### src/rtl/uart_instr_loader.sv
// uart_instr_loader: 8N1 UART receiver that packs incoming bytes (first byte
// in the MSB) into instruction words. Each word is written sequentially into
// the instruction memory's write port.
module uart_instr_loader #(
   parameter int F_CLK        = 50_000_000,
   parameter int BAUD         = 921_600,
   parameter int CLK_PER_BIT  = F_CLK / BAUD,
   parameter int INSTR_WIDTH  = 32,
   parameter int INSTR_DEPTH  = 256,
   parameter int PC_WIDTH     = $clog2(INSTR_DEPTH),
   parameter int TIMEOUT_BITS = 20
) (
   input  logic                   clk,
   input  logic                   rst_n,
   input  logic                   rx,
   input  logic                   load_en,
   input  logic                   clear,
   output logic                   wr_en,
   output logic [PC_WIDTH-1:0]    wr_addr,
   output logic [INSTR_WIDTH-1:0] wr_data,
   output logic [PC_WIDTH:0]      words_loaded,
   output logic                   full,
   output logic                   frame_err,
   output logic                   busy
);

   localparam int BYTES   = INSTR_WIDTH / 8;
   localparam int TIMER_W = (CLK_PER_BIT > 1) ? $clog2(CLK_PER_BIT) : 1;
   localparam int IDX_W   = $clog2(BYTES + 1);
   localparam int GAP_MAX = TIMEOUT_BITS * CLK_PER_BIT;
   localparam int GAP_W   = $clog2(GAP_MAX + 1);
   localparam int CNT_W   = PC_WIDTH + 1;

   localparam logic [TIMER_W-1:0]  HALF_LAST = TIMER_W'(CLK_PER_BIT / 2 - 1);
   localparam logic [TIMER_W-1:0]  FULL_LAST = TIMER_W'(CLK_PER_BIT - 1);
   localparam logic [IDX_W-1:0]    IDX_LAST  = IDX_W'(BYTES - 1);
   localparam logic [GAP_W-1:0]    GAP_LAST  = GAP_W'(GAP_MAX - 1);
   localparam logic [PC_WIDTH-1:0] PTR_LAST  = PC_WIDTH'(INSTR_DEPTH - 1);
   localparam logic [CNT_W-1:0]    CNT_LAST  = CNT_W'(INSTR_DEPTH - 1);

   typedef enum logic [1:0] {RX_IDLE, RX_START, RX_DATA, RX_STOP} rx_state_t;

   rx_state_t                state, state_next;
   logic                     rx_meta, rx_sync, rx_prev;
   logic                     fall, half_tick, full_tick;
   logic [TIMER_W-1:0]       timer;
   logic [2:0]               bit_idx;
   logic [7:0]               rx_byte;
   logic                     timer_clr, shift_en, byte_done, stop_ok;
   logic [INSTR_WIDTH-1:0]   word;
   logic [INSTR_WIDTH+7:0]   word_ext;
   logic [INSTR_WIDTH-1:0]   word_next;
   logic [IDX_W-1:0]         byte_idx;
   logic [GAP_W-1:0]         gap_cnt;
   logic [PC_WIDTH-1:0]      ptr;

   assign fall      = rx_prev & ~rx_sync;
   assign half_tick = (timer == HALF_LAST);
   assign full_tick = (timer == FULL_LAST);
   assign word_ext  = {word, rx_byte};
   assign word_next = word_ext[INSTR_WIDTH-1:0];
   assign busy      = (state != RX_IDLE) || (byte_idx != '0);

   // Two-flop synchronizer on the idle-high line plus a delayed copy for edge detection
   always_ff @(posedge clk) begin
      if (!rst_n) begin
         rx_meta <= 1'b1;
         rx_sync <= 1'b1;
         rx_prev <= 1'b1;
      end else begin
         rx_meta <= rx;
         rx_sync <= rx_meta;
         rx_prev <= rx_sync;
      end
   end

   // RX FSM state register
   always_ff @(posedge clk) begin
      if (!rst_n) state <= RX_IDLE;
      else        state <= state_next;
   end

   // RX FSM next-state logic; STOP leaves right after its mid-bit sample so a following start edge is never missed
   always_comb begin
      state_next = state;
      case (state)
         RX_IDLE:  if (fall) state_next = RX_START;
         RX_START: if (half_tick) state_next = rx_sync ? RX_IDLE : RX_DATA;
         RX_DATA:  if (full_tick && bit_idx == 3'd7) state_next = RX_STOP;
         RX_STOP:  if (full_tick) state_next = RX_IDLE;
         default:  state_next = RX_IDLE;
      endcase
   end

   // RX FSM outputs: bit-timer restarts at every sample point, data shifts on full-bit ticks
   always_comb begin
      timer_clr = 1'b0;
      shift_en  = 1'b0;
      byte_done = 1'b0;
      stop_ok   = 1'b0;
      case (state)
         RX_IDLE:  timer_clr = 1'b1;
         RX_START: timer_clr = half_tick;
         RX_DATA: begin
            timer_clr = full_tick;
            shift_en  = full_tick;
         end
         RX_STOP: begin
            timer_clr = full_tick;
            byte_done = full_tick;
            stop_ok   = full_tick & rx_sync;
         end
         default:  timer_clr = 1'b1;
      endcase
   end

   // Bit timer, data-bit counter and LSB-first shift register
   always_ff @(posedge clk) begin
      if (!rst_n) begin
         timer   <= '0;
         bit_idx <= '0;
         rx_byte <= '0;
      end else begin
         timer <= timer_clr ? '0 : timer + 1'b1;
         if (state != RX_DATA) bit_idx <= '0;
         else if (shift_en)    bit_idx <= bit_idx + 1'b1;
         if (shift_en) rx_byte <= {rx_sync, rx_byte[7:1]};
      end
   end

   // Word assembly, write strobe, pointer/count bookkeeping and partial-word timeout; clear wins over a completing byte
   always_ff @(posedge clk) begin
      if (!rst_n) begin
         wr_en        <= 1'b0;
         wr_addr      <= '0;
         wr_data      <= '0;
         words_loaded <= '0;
         full         <= 1'b0;
         frame_err    <= 1'b0;
         word         <= '0;
         byte_idx     <= '0;
         gap_cnt      <= '0;
         ptr          <= '0;
      end else begin
         wr_en <= 1'b0;
         if (clear) begin
            ptr          <= '0;
            words_loaded <= '0;
            full         <= 1'b0;
            frame_err    <= 1'b0;
            byte_idx     <= '0;
            gap_cnt      <= '0;
         end else begin
            if (wr_en) begin
               words_loaded <= words_loaded + 1'b1;
               full         <= (words_loaded == CNT_LAST);
               if (ptr != PTR_LAST) ptr <= ptr + 1'b1;
            end
            if (byte_done) begin
               gap_cnt <= '0;
               if (!stop_ok) begin
                  frame_err <= 1'b1;
                  byte_idx  <= '0;
               end else if (load_en && !full) begin
                  word <= word_next;
                  if (byte_idx == IDX_LAST) begin
                     wr_en    <= 1'b1;
                     wr_data  <= word_next;
                     wr_addr  <= ptr;
                     byte_idx <= '0;
                  end else begin
                     byte_idx <= byte_idx + 1'b1;
                  end
               end
            end else if (byte_idx != '0) begin
               if (gap_cnt == GAP_LAST) begin
                  byte_idx <= '0;
                  gap_cnt  <= '0;
               end else begin
                  gap_cnt <= gap_cnt + 1'b1;
               end
            end else begin
               gap_cnt <= '0;
            end
         end
      end
   end

endmodule

### config.mk
export PLATFORM = sky130hd
export DESIGN_NAME = uart_instr_loader
export DESIGN_NICKNAME = d
export VERILOG_FILES = /design/src/rtl/uart_instr_loader.sv
export SDC_FILE = /design/constraint.sdc
export NUM_CORES = 1
export LEC_CHECK = 0
export ABC_AREA = 1
export BUFFER_PORTS_ARGS = -buffer_cell sky130_fd_sc_hd__buf_2
export CAP_MARGIN = 20
export CORE_MARGIN = 3
export CORE_UTILIZATION = 37
export DETAILED_ROUTE_END_ITERATION = 8
export PLACE_DENSITY = 0.67
export SYNTH_ARGS = -nofsm -noshare
export SYNTH_HDL_FRONTEND = slang
export SYNTH_SLANG_ARGS = --single-unit
### constraint.sdc
create_clock -name clk -period 1.36 [get_ports clk]
set_input_delay 0.136 -clock clk [delete_from_list [all_inputs] [get_ports clk]]
set_output_delay 0.136 -clock clk [all_outputs]
set_load 0.02 [all_outputs]
# Yosys cells after proc, flatten, opt, wreduce, memory -nomap -nowiden
# Index checks and enable logic that the tools add are counted.
[classes] n_mux=17 add_sub_neg=6 n_reduce_logical=21 bitwise=9 eq_ne=16
[ops] cell="3-bit 2-to-1 mux" n=6
[ops] cell="11-bit by 1-bit adder with 11-bit output, second input constant" n=1
[ops] cell="11-bit == test, second input constant" n=1
[ops] cell="2-bit 2-to-1 mux" n=5
[ops] cell="2-bit != test, second input constant" n=5
[ops] cell="5-bit OR reduction" n=2
[ops] cell="9-bit by 1-bit adder with 9-bit output, second input constant" n=1
[ops] cell="9-bit by 8-bit == test with 1-bit output, second input constant" n=1
[ops] cell="8-bit by 1-bit adder with 8-bit output, second input constant" n=1
[ops] cell="8-bit != test, second input constant" n=1
[ops] cell="2-bit one-hot mux with 4 select lines" n=1
[ops] cell="4-bit AND reduction" n=2
[ops] cell="2-bit OR reduction" n=4
[ops] cell="1-bit inverter" n=7
[ops] cell="3-bit by 1-bit adder with 3-bit output, second input constant" n=2
[ops] cell="6-bit by 1-bit adder with 6-bit output, second input constant" n=1
[ops] cell="6-bit by 5-bit == test with 1-bit output, second input constant" n=1
[ops] cell="6-bit == test, second input constant" n=1
[ops] cell="2-bit nonzero test" n=3
[ops] cell="5-bit AND reduction" n=1
[ops] cell="2-bit == test, second input constant" n=2
[ops] cell="1-bit 2-to-1 mux" n=4
[ops] cell="2-bit AND reduction" n=2
[ops] cell="3-bit by 2-bit == test with 1-bit output, second input constant" n=1
[ops] cell="11 further kinds" n=13
[totals] register_bits=120 output_inout_bits=53 in_bits=5

# Logic depth before layout (Yosys ltp)
# Gate-level depths: netlist (run 1).
[logic_depth] ltp_word=5 mapped_depth=11 depth_no_buf=10

# Worst setup path after synthesis (run 1)
# Ideal clock, no wire load.
[synth_timing] path_kind="register to register" startpoint="register words_loaded[0]" endpoint="register words_loaded[8]" path_stages_with_launch=6 arrival_time_ns=1.430 path_slack_ns=-0.155 path_buffers=0 period_less_slack_ns=1.515 setup_ns=0.086 path_cell_list="dfxtp_1 > ha_1 > nand3_1 > nor4_1 > ha_1 > a211oi_1"
[synth_via] elab_chain_cells=1
[synth_rtl] item="start, declared" line_no="21" rtl="output logic [PC_WIDTH:0] words_loaded,"
[synth_rtl] item="start signal, assigned" line_no="155" rtl="words_loaded <= words_loaded + 1'b1;"
[synth_rtl] item="9-bit by 1-bit adder with 9-bit output" line_no="155"
# No other way between the ends.
# A chain may end at the register's enable or synchronous reset.

# Worst setup path in the final report (run 1)
[layout_timing] startpoint="register timer[1]" endpoint="register wr_data[11]"
[layout_via] elab_chain_cells=4 elab_cells_between_ends=5
[layout_rtl] item="start, declared" line_no="46" rtl="logic [TIMER_W-1:0] timer;"
[layout_rtl] item="start signal, assigned" line_no="124" rtl="timer <= timer_clr ? '0 : timer + 1'b1;"
[layout_rtl] item="6-bit == test (*)" line_no="59" rtl="assign full_tick = (timer == FULL_LAST);"
[layout_rtl] item="1-bit bitwise AND" line_no="111" rtl="stop_ok = full_tick & rx_sync;"
[layout_rtl] item="1-bit 2-to-1 mux" line_no="101" rtl="case (state)"
[layout_rtl] item="5-bit AND reduction (no line) (*)"
[layout_rtl] item="end signal, assigned" line_no="168" rtl="wr_data <= word_next;"
[layout_rtl] item="end, declared" line_no="20" rtl="output logic [INSTR_WIDTH-1:0] wr_data,"
# Every way passes the cells marked *; elsewhere a longest branch is shown, timed or not.

==> run_results.csv, run 1 <==
group,metric,value,unit
die,std_cell_rows,41,
timing,timing.max_slew.rel_slack,72.5,%
cells_and_area,antenna_cells_inserted,0,
timing,fmaxAchievable,659,MHz
route,drt_first_iter_violations,285,
cells_and_area,final_util,55.5,%
die,initial_core_utilization,38.7,%
setup_path,worstPathArrival,1.88,ns
route,remaining_drc_errors,0,
route,via_cell_ratio,4.74,
timing,worst-slew-pin-transition,0.412,ns
placed_design,globalplace.congestion,0.758,
synth,ys_warn_count,0,
setup_path,worst_r2r_startpoint,"timer[1]$_SDFF_PP0_",
synth,synth_sequential_area_ratio,48.1,%
global_route,track_usage,16.5,%
cells_and_area,fillerInstances,1163,
status,violations,"setup timing",
die,coreArea,12900,sq um
cells_and_area,final_layout_size_suffix_gt1_share,32.1,%
placed_design,detailed_place.area,5890,sq um
setup_path,r2r.worst_path.cells,12,
setup_path,worstReg2RegEnd,"wr_data[11]$_SDFFE_PN0P_",
placed_design,dpl.cell_count,928,
clock_network,cts-root-to-sink-buffers,2,
synth,mappedNetlistArea,5000,sq um
route,via_count,4633,
clock_network,clk_latency,0.41,ns
synth,async_reset_ff_share,0,%
clock_network,cts_root_buf,"sky130_fd_sc_hd__clkbuf_16",
timing,timing.final.hold_violations,0,
synth,syn-num-nets,686,
cells_and_area,final-instance-count-excl-fill,978,
die,die-height,122,um
global_route,grt-ovfl-total,0,
pwr,static-leakage-power,3.13,nW
cells_and_area,layout.cells.most_common_list,"sky130_fd_sc_hd__nor2_1 (139), sky130_fd_sc_hd__dfxtp_1 (108), sky130_fd_sc_hd__nand2_1 (98)",
worst_hold_path,holdCritStartpoint,"rst_n",
die,ioPinCount,58,
global_route,number_of_global_route_vias_before_repair,4315,
timing,rsz0062_at_grt,"true",
placed_design,number_of_buffers_inserted_by_port_buffering,57,
global_route,grt_first_pass_wirelength,19.8,mm
status,outcome,"finished with violations",
timing,period_share,112,%
clock_network,clock_sink_count,120,
route,post_drt_wl_per_cell,12.5,um
timing,setup_violations,98,
synth,postSynth.topFlopCell,"sky130_fd_sc_hd__dfxtp_1",
setup_path,critical_path.max_fanout,5,
setup_path,reg2reg_setup_slack,-0.16,ns
placed_design,dp_worst_setup_slack,-0.184,ns
flow_run,drv_cap,0,
timing,worst_hold_slack,0.184,ns
timing,drv_slew,0,
pwr,maximum_vdd_ir_drop,0.860,mV
synth,synth_area_per_cell,7.46,sq um
synth,mapped_cells,670,
synth,ys_seq_elements,120,
clock_network,cts_tree,"yes",
clock_network,htree_num_levels,4,
synth,post_synth_edffs,0,
die,floorplan.die_area,14900,sq um
pwr,powerDensity,1210,nW/um^2
cells_and_area,synthToLayoutAreaGrowth,43.4,%
timing,postLayoutSetupSlackWorst,-0.158,ns
placed_design,place_hpwl,7.52,mm
clock_network,clk_pin_slew,0.05,ns
synth,netlist-cell-type-count,35,
cells_and_area,fin_nets,810,
worst_hold_path,worstHoldEndpoint,"wr_en$_SDFF_PP0_",
cells_and_area,finalInstanceArea,7170,sq um
setup_path,worstSetupPathType,"reg2reg",
worst_hold_path,worst_hold_depth,4,
global_route,grt_max_degree,70,
route,wl,12.2,mm
die,die_x,122,um
setup_path,setup.worst_path.start_class,"flop",
route,antenna_left,0,
setup_path,cp-end-kind,"flop",
global_route,initial_antenna_violation_count,0,
cells_and_area,final_common_cell,"sky130_fd_sc_hd__nor2_1",
clock_network,cts_made_buffers,17,
route,dr.pass1.iters,4,
setup_path,cp_data_required_time,1.72,ns
timing,fin_skew,0.00632,ns
worst_hold_path,min_path_type,"in2reg",
timing,min_period,1.52,ns
logic make-up (layout without fill, tap and decap cells):
group | count (synthesis) | count (layout) | synth area share (%)
AO/OA/AOI/OAI | 63 | 63 | 6.56
XOR/XNOR | 11 | 11 | 1.93
adder cells (fa/ha/maj) | 11 | 11 | 2.75
buffers and inverters | 90 | 226 | 7.86
flip-flops | 120 | 120 | 48.1
AND/OR/NAND/NOR | 375 | 375 | 32.8
state kept, by name, indices dropped and copies added (netlist names), 3 cells and up, named ones only:
register / cells
wr_data: 32
words_loaded: 9
rx_byte: 8
gap_cnt: 11
ptr: 8
timer: 6
bit_idx: 3
wr_addr: 8
word: 24
byte_idx: 3
power breakdown:
part | switching (mW) | total [mW] | internal [mW]
combinational | 0.167 | 0.267 | 0.100
sequential | 0.00812 | 3.54 | 3.53
clock | 1.59 | 4.86 | 3.27
cell usage after synthesis (3+ instances only):
| library cell | n | area share (%) |
|---|---|---|
| sky130_fd_sc_hd__clkbuf_2 | 3 | 0.30 |
| sky130_fd_sc_hd__dfxtp_1 | 120 | 48 |
| sky130_fd_sc_hd__buf_6 | 6 | 1.4 |
| sky130_fd_sc_hd__a21oi_1 | 15 | 1.5 |
| sky130_fd_sc_hd__buf_1 | 3 | 0.23 |
| sky130_fd_sc_hd__buf_2 | 5 | 0.50 |
| sky130_fd_sc_hd__inv_1 | 59 | 4.4 |
| sky130_fd_sc_hd__nor3_1 | 6 | 0.60 |
| sky130_fd_sc_hd__nand2_1 | 106 | 8.0 |
| sky130_fd_sc_hd__xor2_1 | 7 | 1.2 |
| sky130_fd_sc_hd__or2_2 | 3 | 0.38 |
| sky130_fd_sc_hd__o21ai_0 | 42 | 4.2 |
| sky130_fd_sc_hd__nand3_1 | 85 | 8.5 |
| sky130_fd_sc_hd__ha_1 | 11 | 2.8 |
| sky130_fd_sc_hd__clkbuf_1 | 11 | 0.83 |
| sky130_fd_sc_hd__nand4_1 | 4 | 0.50 |
| sky130_fd_sc_hd__nor2_1 | 154 | 12 |
| sky130_fd_sc_hd__xnor2_1 | 4 | 0.70 |
worst max-delay path by stage:
stage	cells after the start	to	start
after floorplan	11	wr_data[0]$_SDFFE_PN0P_	timer[1]$_SDFF_PP0_
after global placement	10	wr_addr[7]$_SDFFE_PN0P_	timer[1]$_SDFF_PP0_
after detailed placement	11	wr_data[7]$_SDFFE_PN0P_	timer[1]$_SDFF_PP0_
after CTS	12	wr_data[22]$_SDFFE_PN0P_	timer[1]$_SDFF_PP0_
after global routing	12	wr_data[30]$_SDFFE_PN0P_	timer[1]$_SDFF_PP0_
final	12	wr_data[11]$_SDFFE_PN0P_	timer[1]$_SDFF_PP0_
final cells by class:
cell class	count	area (sq um)	area share [%]
inverter	62	243	3.39
clock buffer	21	482	6.72
timing repair buffer	132	1100	15.3
multi-input combinational	460	2540	35.4
sequential	120	2420	33.8
tap	172	215	3.00
clock inverter	10	166	2.32
timing repair inverter	1	5.00	0.0698
metal layers:
layer | GRT usage (%) | routed length, um | vias up | share of wire, %
li1 | - | - | 2392 | -
met5 | 0 | 0 | - | 0
met4 | 6.44 | 257 | 0 | 2.1
met2 | 26.5 | 5730 | 91 | 47
met3 | 5.21 | 636 | 23 | 5.2
met1 | 20.6 | 5600 | 2127 | 46
metrics by stage:
step                TNS [ns]  power, mW
global route          -18.01       8.90
CTS                    -8.24       8.73
global placement       -9.47       3.84
detailed placement    -10.57       3.84
finish                 -9.53       8.66
floorplan              -6.30       3.77
timing repair:
item                                    4_1_cts  5_1_grt
setup buffers                                 9        4
gates cloned                                  4        3
hold buffers                                  1        0
endpoints found under the hold margin         1        0
pin swaps                                    12       24
gates resized for setup                      58       61
endpoints found under the setup margin       98      113
critical path: stages, from the launching register on:
cell and delay (ns):
sky130_fd_sc_hd__dfxtp_2 0.32, sky130_fd_sc_hd__inv_2 0.05, sky130_fd_sc_hd__ha_4 0.12, sky130_fd_sc_hd__nand3_4 0.07
sky130_fd_sc_hd__nor2_4 0.12, sky130_fd_sc_hd__nand2_4 0.08, sky130_fd_sc_hd__nor2_8 0.09, sky130_fd_sc_hd__nand2_4 0.07
sky130_fd_sc_hd__nor2_8 0.11, sky130_fd_sc_hd__buf_6 0.14, sky130_fd_sc_hd__buf_12 0.12, sky130_fd_sc_hd__nand3_1 0.09
sky130_fd_sc_hd__nand2_1 0.08
No activity file was read; power rests on OpenSTA's default activity.
==> run 2, diff against run 1 <==
--- a/config.mk
+++ b/config.mk
@@ -11,7 +11,9 @@
 export CORE_MARGIN = 3
 export CORE_UTILIZATION = 37
 export DETAILED_ROUTE_END_ITERATION = 8
+export MAX_ROUTING_LAYER = met4
 export PLACE_DENSITY = 0.67
+export RECOVER_POWER = 50
 export SYNTH_ARGS = -nofsm -noshare
 export SYNTH_HDL_FRONTEND = slang
 export SYNTH_SLANG_ARGS = --single-unit
==> run 2 against run 1 <==
Net effect: clock-buffer cell count is the same; critical path depth is the same; die area is the same; largest cell class unchanged; design area shrank 0.68%; the flow still finishes with violations (setup timing); sequential share of layout area grew 0.21 points; clock skew grew 0.00084 ns; clock power is essentially flat; cell count is the same; first-iteration DRC count grew 19%.
==> run_results.csv, run 2 (synthesized netlist as in run 1, its figures left out) <==
group,metric,value,unit
cells_and_area,registers.top_by_ff_count,"wr_data",
clock_network,htree_num_levels,4,
die,floorplan.die_area,14900,sq um
route,remaining_drc_errors,0,
global_route,track_usage,16.9,%
pwr,powerDensity,1220,nW/um^2
pwr,total_power,8.66,mW
setup_path,worstReg2RegEnd,"wr_data[11]$_SDFFE_PN0P_",
cells_and_area,reg_top3,"wr_data (32), word (24), gap_cnt (11)",
clock_network,clk_latency,0.41,ns
timing,period_share,112,%
status,outcome,"finished with violations",
timing,worst-slew-pin-transition,0.412,ns
pwr,maximum_vdd_ir_drop,0.852,mV
route,dr.pass1.iters,4,
timing,drv_slew,0,
cells_and_area,fillerInstances,1183,
die,die-height,122,um
global_route,number_of_global_route_vias_before_repair,4315,
global_route,grt_first_pass_wirelength,19.8,mm
cells_and_area,final-instance-count-excl-fill,978,
route,post_drt_wl_per_cell,12.5,um
clock_network,clk_pin_slew,0.05,ns
timing,fin_skew,0.00716,ns
global_route,initial_antenna_violation_count,0,
cells_and_area,synthToLayoutAreaGrowth,42.5,%
setup_path,reg2reg_setup_slack,-0.16,ns
placed_design,dpl.cell_count,928,
global_route,grt_max_degree,70,
die,ioPinCount,58,
clock_network,cts_tree,"yes",
die,initial_core_utilization,38.7,%
cells_and_area,antenna_cells_inserted,0,
flow_run,drv_cap,0,
route,drt_first_iter_violations,338,
cells_and_area,layout.cells.most_common_list,"sky130_fd_sc_hd__nor2_1 (139), sky130_fd_sc_hd__dfxtp_1 (109), sky130_fd_sc_hd__nand2_1 (98)",
worst_hold_path,min_path_type,"in2reg",
route,via_cell_ratio,4.72,
clock_network,cts-root-to-sink-buffers,2,
timing,min_period,1.52,ns
setup_path,r2r.worst_path.cells,12,
timing,setup_violations,98,
die,die_x,122,um
timing,fmaxAchievable,658,MHz
cells_and_area,largest_register_ffs,32,
die,coreArea,12900,sq um
route,antenna_left,0,
route,via_count,4615,
clock_network,cts_root_buf,"sky130_fd_sc_hd__clkbuf_16",
clock_network,clock_sink_count,120,
setup_path,worstSetupPathType,"reg2reg",
setup_path,worst_r2r_startpoint,"timer[1]$_SDFF_PP0_",
setup_path,cp-end-kind,"flop",
placed_design,place_hpwl,7.52,mm
route,wl,12.2,mm
cells_and_area,final_layout_size_suffix_gt1_share,28.4,%
worst_hold_path,holdCritStartpoint,"rst_n",
placed_design,globalplace.congestion,0.767,
status,violations,"setup timing",
timing,postLayoutSetupSlackWorst,-0.160,ns
setup_path,setup.worst_path.start_class,"flop",
timing,timing.final.hold_violations,0,
timing,rsz0062_at_grt,"true",
setup_path,worstPathArrival,1.87,ns
timing,timing.max_slew.rel_slack,72.4,%
cells_and_area,fin_nets,810,
pwr,static-leakage-power,3.01,nW
worst_hold_path,worst_hold_depth,4,
placed_design,number_of_buffers_inserted_by_port_buffering,57,
die,std_cell_rows,41,
setup_path,cp_data_required_time,1.71,ns
worst_hold_path,worstHoldEndpoint,"wr_en$_SDFF_PP0_",
global_route,grt-ovfl-total,0,
cells_and_area,final_common_cell,"sky130_fd_sc_hd__nor2_1",
setup_path,critical_path.max_fanout,5,
clock_network,cts_made_buffers,17,
-- run 2: metal layers --
layer | global-route usage, % | wire [um]
met3 | 4.84 | 481
met4 | 6.65 | 265
met5 | - | 0
met2 | 26.5 | 5740
met1 | 20.7 | 5760
-- run 2: metrics by stage --
step	hold WS (ns)	utilization (%)	instance area, sq um	TNS (ns)	worst slack (ns)
after floorplan	0.243	-	5050	-6.30	-0.113
after global placement	0.351	45.5	5890	-9.47	-0.145
after detailed placement	0.351	45.5	5890	-10.57	-0.184
after CTS	0.155	53.0	6850	-8.24	-0.143
after global routing	0.189	55.1	7120	-18.24	-0.246
final	0.183	55.1	7120	-9.57	-0.160
-- run 2: final cells by class --
class                   instances  area [sq um]  share of cell area [%]
multi-input cells             460          2530                    35.5
repair buffers                132          1060                    14.9
clock inverters                10           166                    2.34
clock buffers                  21           482                    6.77
inverters                      62           243                    3.41
flip-flops and latches        120          2420                    34.0
repair inverters                1          5.00                  0.0703
well taps                     172           215                    3.02
-- run 2: worst max-delay path by stage --
stage	endpoint	start	slack [ns]
2_1_floorplan	wr_data[0]$_SDFFE_PN0P_	timer[1]$_SDFF_PP0_	-0.11
3_3_place_gp	wr_addr[7]$_SDFFE_PN0P_	timer[1]$_SDFF_PP0_	-0.15
3_5_place_dp	wr_data[7]$_SDFFE_PN0P_	timer[1]$_SDFF_PP0_	-0.18
4_1_cts	wr_data[22]$_SDFFE_PN0P_	timer[1]$_SDFF_PP0_	-0.14
5_1_grt	wr_data[30]$_SDFFE_PN0P_	timer[1]$_SDFF_PP0_	-0.25
6_report	wr_data[11]$_SDFFE_PN0P_	timer[1]$_SDFF_PP0_	-0.16
-- run 2: critical path, stage by stage, from the launching register on --
cell and delay, ns:
sky130_fd_sc_hd__dfxtp_2 0.32, sky130_fd_sc_hd__inv_2 0.05, sky130_fd_sc_hd__ha_4 0.12, sky130_fd_sc_hd__nand3_4 0.07, sky130_fd_sc_hd__nor2_4 0.12, sky130_fd_sc_hd__nand2_4 0.08
sky130_fd_sc_hd__nor2_8 0.09, sky130_fd_sc_hd__nand2_4 0.07, sky130_fd_sc_hd__nor2_8 0.11, sky130_fd_sc_hd__buf_6 0.14, sky130_fd_sc_hd__buf_12 0.12, sky130_fd_sc_hd__nand3_1 0.09
sky130_fd_sc_hd__nand2_1 0.08
-- run 2: where the power goes --
part	leakage, nW	internal [mW]	switching [mW]
registers	0.973	3.53	0.00818
logic	1.73	0.0996	0.168
clock network	0.310	3.27	1.59
total	3.01	6.90	1.76
-- run 2: repair_timing --
action | CTS | global route
cloned | 4 | 3
endpoints found under the hold margin | 1 | 0
pin swaps | 12 | 24
setup buffers | 9 | 4
gates resized for setup | 58 | 61
hold buffers | 1 | 0
setup endpoints to repair | 98 | 113
==> run 3, diff against run 2 <==
--- a/config.mk
+++ b/config.mk
@@ -8,6 +8,7 @@
 export ABC_AREA = 1
 export BUFFER_PORTS_ARGS = -buffer_cell sky130_fd_sc_hd__buf_2
 export CAP_MARGIN = 20
+export CORE_ASPECT_RATIO = 0.9
 export CORE_MARGIN = 3
 export CORE_UTILIZATION = 37
 export DETAILED_ROUTE_END_ITERATION = 8
==> run 3 against run 2 <==
Net effect: first-iteration DRC count down 1.5%; critical path depth fell by 1; routed wire length fell by 5.5%; non-clock buffer count shrank 14; clock skew is 0.00069 ns higher; the run still ends with setup timing left; die area hardly changed; critical endpoint is now wr_data[3]$_SDFFE_PN0P_; sequential share of layout area up 1.2 points; via count fell by 2.6%; total power down 4.6%; critical path type unchanged; hold slack worse by 0.072 ns; register-to-register slack lost 0.04 ns; largest cell class unchanged; worst setup slack worse by 0.041 ns.
==> run_results.csv, run 3 (synthesized netlist as in run 1, its figures left out) <==
group,metric,value,unit
die,coreArea,12900,sq um
setup_path,cpLargestDelayFamily,"simple AND/OR/NAND/NOR gates",
timing,period_share,115,%
pwr,clkPwrFrac,53.7,%
route,via_count,4494,
route,dr.pass1.iters,4,
cells_and_area,finalInstanceArea,6890,sq um
pwr,power.share.switching,21.8,%
pwr,netSwitchingPower,1.80,mW
timing,worst-slew-pin-transition,0.388,ns
setup_path,critical_path.max_fanout,10,
setup_path,cp_data_required_time,1.73,ns
timing,fmaxAchievable,641,MHz
setup_path,cell_chain_of_the_critical_path,"inv_2, ha_4, nand3_4, nor2_4, nand2_4, nor2_8, nand2_4, nor2_8, clkbuf_16, nand3_1, nand2_1",
timing,timing.max_slew.rel_slack,74.1,%
route,post_drt_wl_per_cell,12.1,um
clock_network,cts_root_buf,"sky130_fd_sc_hd__clkbuf_16",
cells_and_area,synthToLayoutAreaGrowth,37.8,%
pwr,maximum_vdd_ir_drop,0.890,mV
cells_and_area,final_common_cell,"sky130_fd_sc_hd__nor2_1",
setup_path,worstPathArrival,1.93,ns
pwr,total_power,8.27,mW
timing,postLayoutSetupSlackWorst,-0.201,ns
setup_path,critical_path_cell_with_the_highest_stage_delay,"sky130_fd_sc_hd__dfxtp_2",
cells_and_area,reg_top3,"wr_data (32), word (24), gap_cnt (11)",
route,wl,11.6,mm
die,die_x,129,um
route,via_cell_ratio,4.70,
route,remaining_drc_errors,0,
cells_and_area,layout.cells.most_common_list,"sky130_fd_sc_hd__nor2_1 (143), sky130_fd_sc_hd__dfxtp_1 (107), sky130_fd_sc_hd__nand2_1 (96)",
worst_hold_path,holdCritStartpoint,"rst_n",
route,antenna_left,0,
setup_path,slowest_delay,0.32,ns
global_route,initial_antenna_violation_count,0,
timing,setup_violations,92,
global_route,track_usage,15.8,%
clock_network,cts_made_buffers,17,
timing,rsz0062_at_grt,"true",
route,drt_first_iter_violations,333,
clock_network,clock_sink_count,120,
setup_path,cp-end-kind,"flop",
die,std_cell_rows,39,
pwr,p_seq_share,42.8,%
cells_and_area,fin_nets,796,
flow_run,drv_cap,0,
clock_network,clk_pin_slew,0.06,ns
pwr,powerDensity,1200,nW/um^2
setup_path,worstSetupPathType,"reg2reg",
timing,drv_slew,0,
setup_path,worst_r2r_startpoint,"timer[1]$_SDFF_PP0_",
timing,min_period,1.56,ns
placed_design,number_of_buffers_inserted_by_port_buffering,57,
cells_and_area,registers.top_by_ff_count,"wr_data",
timing,timing.final.hold_violations,0,
cells_and_area,antenna_cells_inserted,0,
global_route,grt_max_degree,84,
die,floorplan.die_area,14900,sq um
clock_network,clk_latency,0.42,ns
clock_network,cts-root-to-sink-buffers,2,
setup_path,setup.worst_path.start_class,"flop",
placed_design,detailed_place.area,5880,sq um
placed_design,globalplace.congestion,0.783,
clock_network,cts_tree,"yes",
setup_path,worstPathBufferInverterCount,2,
pwr,static-leakage-power,2.92,nW
setup_path,launching_instance_or_port_of_the_critical_path,"timer[1]$_SDFF_PP0_",
die,ioPinCount,58,
clock_network,htree_num_levels,4,
pwr,cellInternalPower,6.46,mW
timing,tns,-13.26,ns
die,die-height,116,um
global_route,number_of_global_route_vias_before_repair,4026,
cells_and_area,final_layout_size_suffix_gt1_share,26.0,%
timing,fin_skew,0.00785,ns
cells_and_area,largest_register_ffs,32,
pwr,comb_power_share,3.5,%
worst_hold_path,min_path_type,"in2reg",
global_route,grt_first_pass_wirelength,18.4,mm
global_route,grt-ovfl-total,0,
placed_design,place_hpwl,7.21,mm
status,outcome,"finished with violations",
status,violations,"setup timing",
die,initial_core_utilization,38.7,%
[run 3: worst paths after layout]
check	endpoint	slack [ns]	cells after the start
worst max-delay path	wr_data[3]$_SDFFE_PN0P_	-0.20	11
worst min-delay path	rx_prev$_SDFF_PN1_	0.11	3
worst max register to register	wr_data[3]$_SDFFE_PN0P_	-0.20	11
worst min register to register	rx_sync$_SDFF_PN1_	0.43	1
[run 3: final cells by class]
| type | instances | area, sq um |
|---|---|---|
| sequential | 120 | 2420 |
| clock buffer | 23 | 509 |
| inverter | 62 | 245 |
| clock inverter | 9 | 87.6 |
| multi-input combinational | 460 | 2520 |
| tap | 164 | 205 |
| timing repair inverter | 1 | 5.00 |
| timing repair buffer | 118 | 891 |
| fill | 1154 | 6040 |
[run 3: per-layer routing]
metal	vias to the layer above	global-route usage, %	wire (um)
met5	-	-	0
met4	0	7.70	305
met3	25	5.17	561
li1	2361	-	-
met2	80	23.3	5210
met1	2028	19.7	5500
[run 3: power by group through the flow]
stage	Combinational, mW	Clock [mW]	Sequential (mW)
floorplan	0.148	0	3.62
global placement	0.231	0	3.61
detailed placement	0.232	0	3.61
CTS	0.264	4.52	3.54
global route	0.319	4.68	3.54
finish	0.288	4.44	3.54
[run 3: repair_timing]
item / CTS / global route
gates cloned: 1 / 1
hold endpoints to repair: 1 / 0
hold buffers: 1 / 0
buffers inserted: 3 / 6
pin swaps: 4 / 17
resized for setup: 24 / 80
endpoints found under the setup margin: 98 / 110
[run 3: through the flow]
step	std cells	setup slack [ns]	hold slack, ns	utilization (%)
after global placement	915	-0.145	0.324	45.4
after floorplan	670	-0.113	0.243	-
final	957	-0.201	0.112	53.3
after detailed placement	915	-0.166	0.325	45.4
after CTS	952	-0.174	0.0906	50.9
after global routing	957	-0.305	0.128	53.3
[run 3: worst min-delay path, cell delays in order]
cell                      delay [ns]
sky130_fd_sc_hd__buf_2          0.10
sky130_fd_sc_hd__buf_4          0.14
sky130_fd_sc_hd__nand2_1        0.09
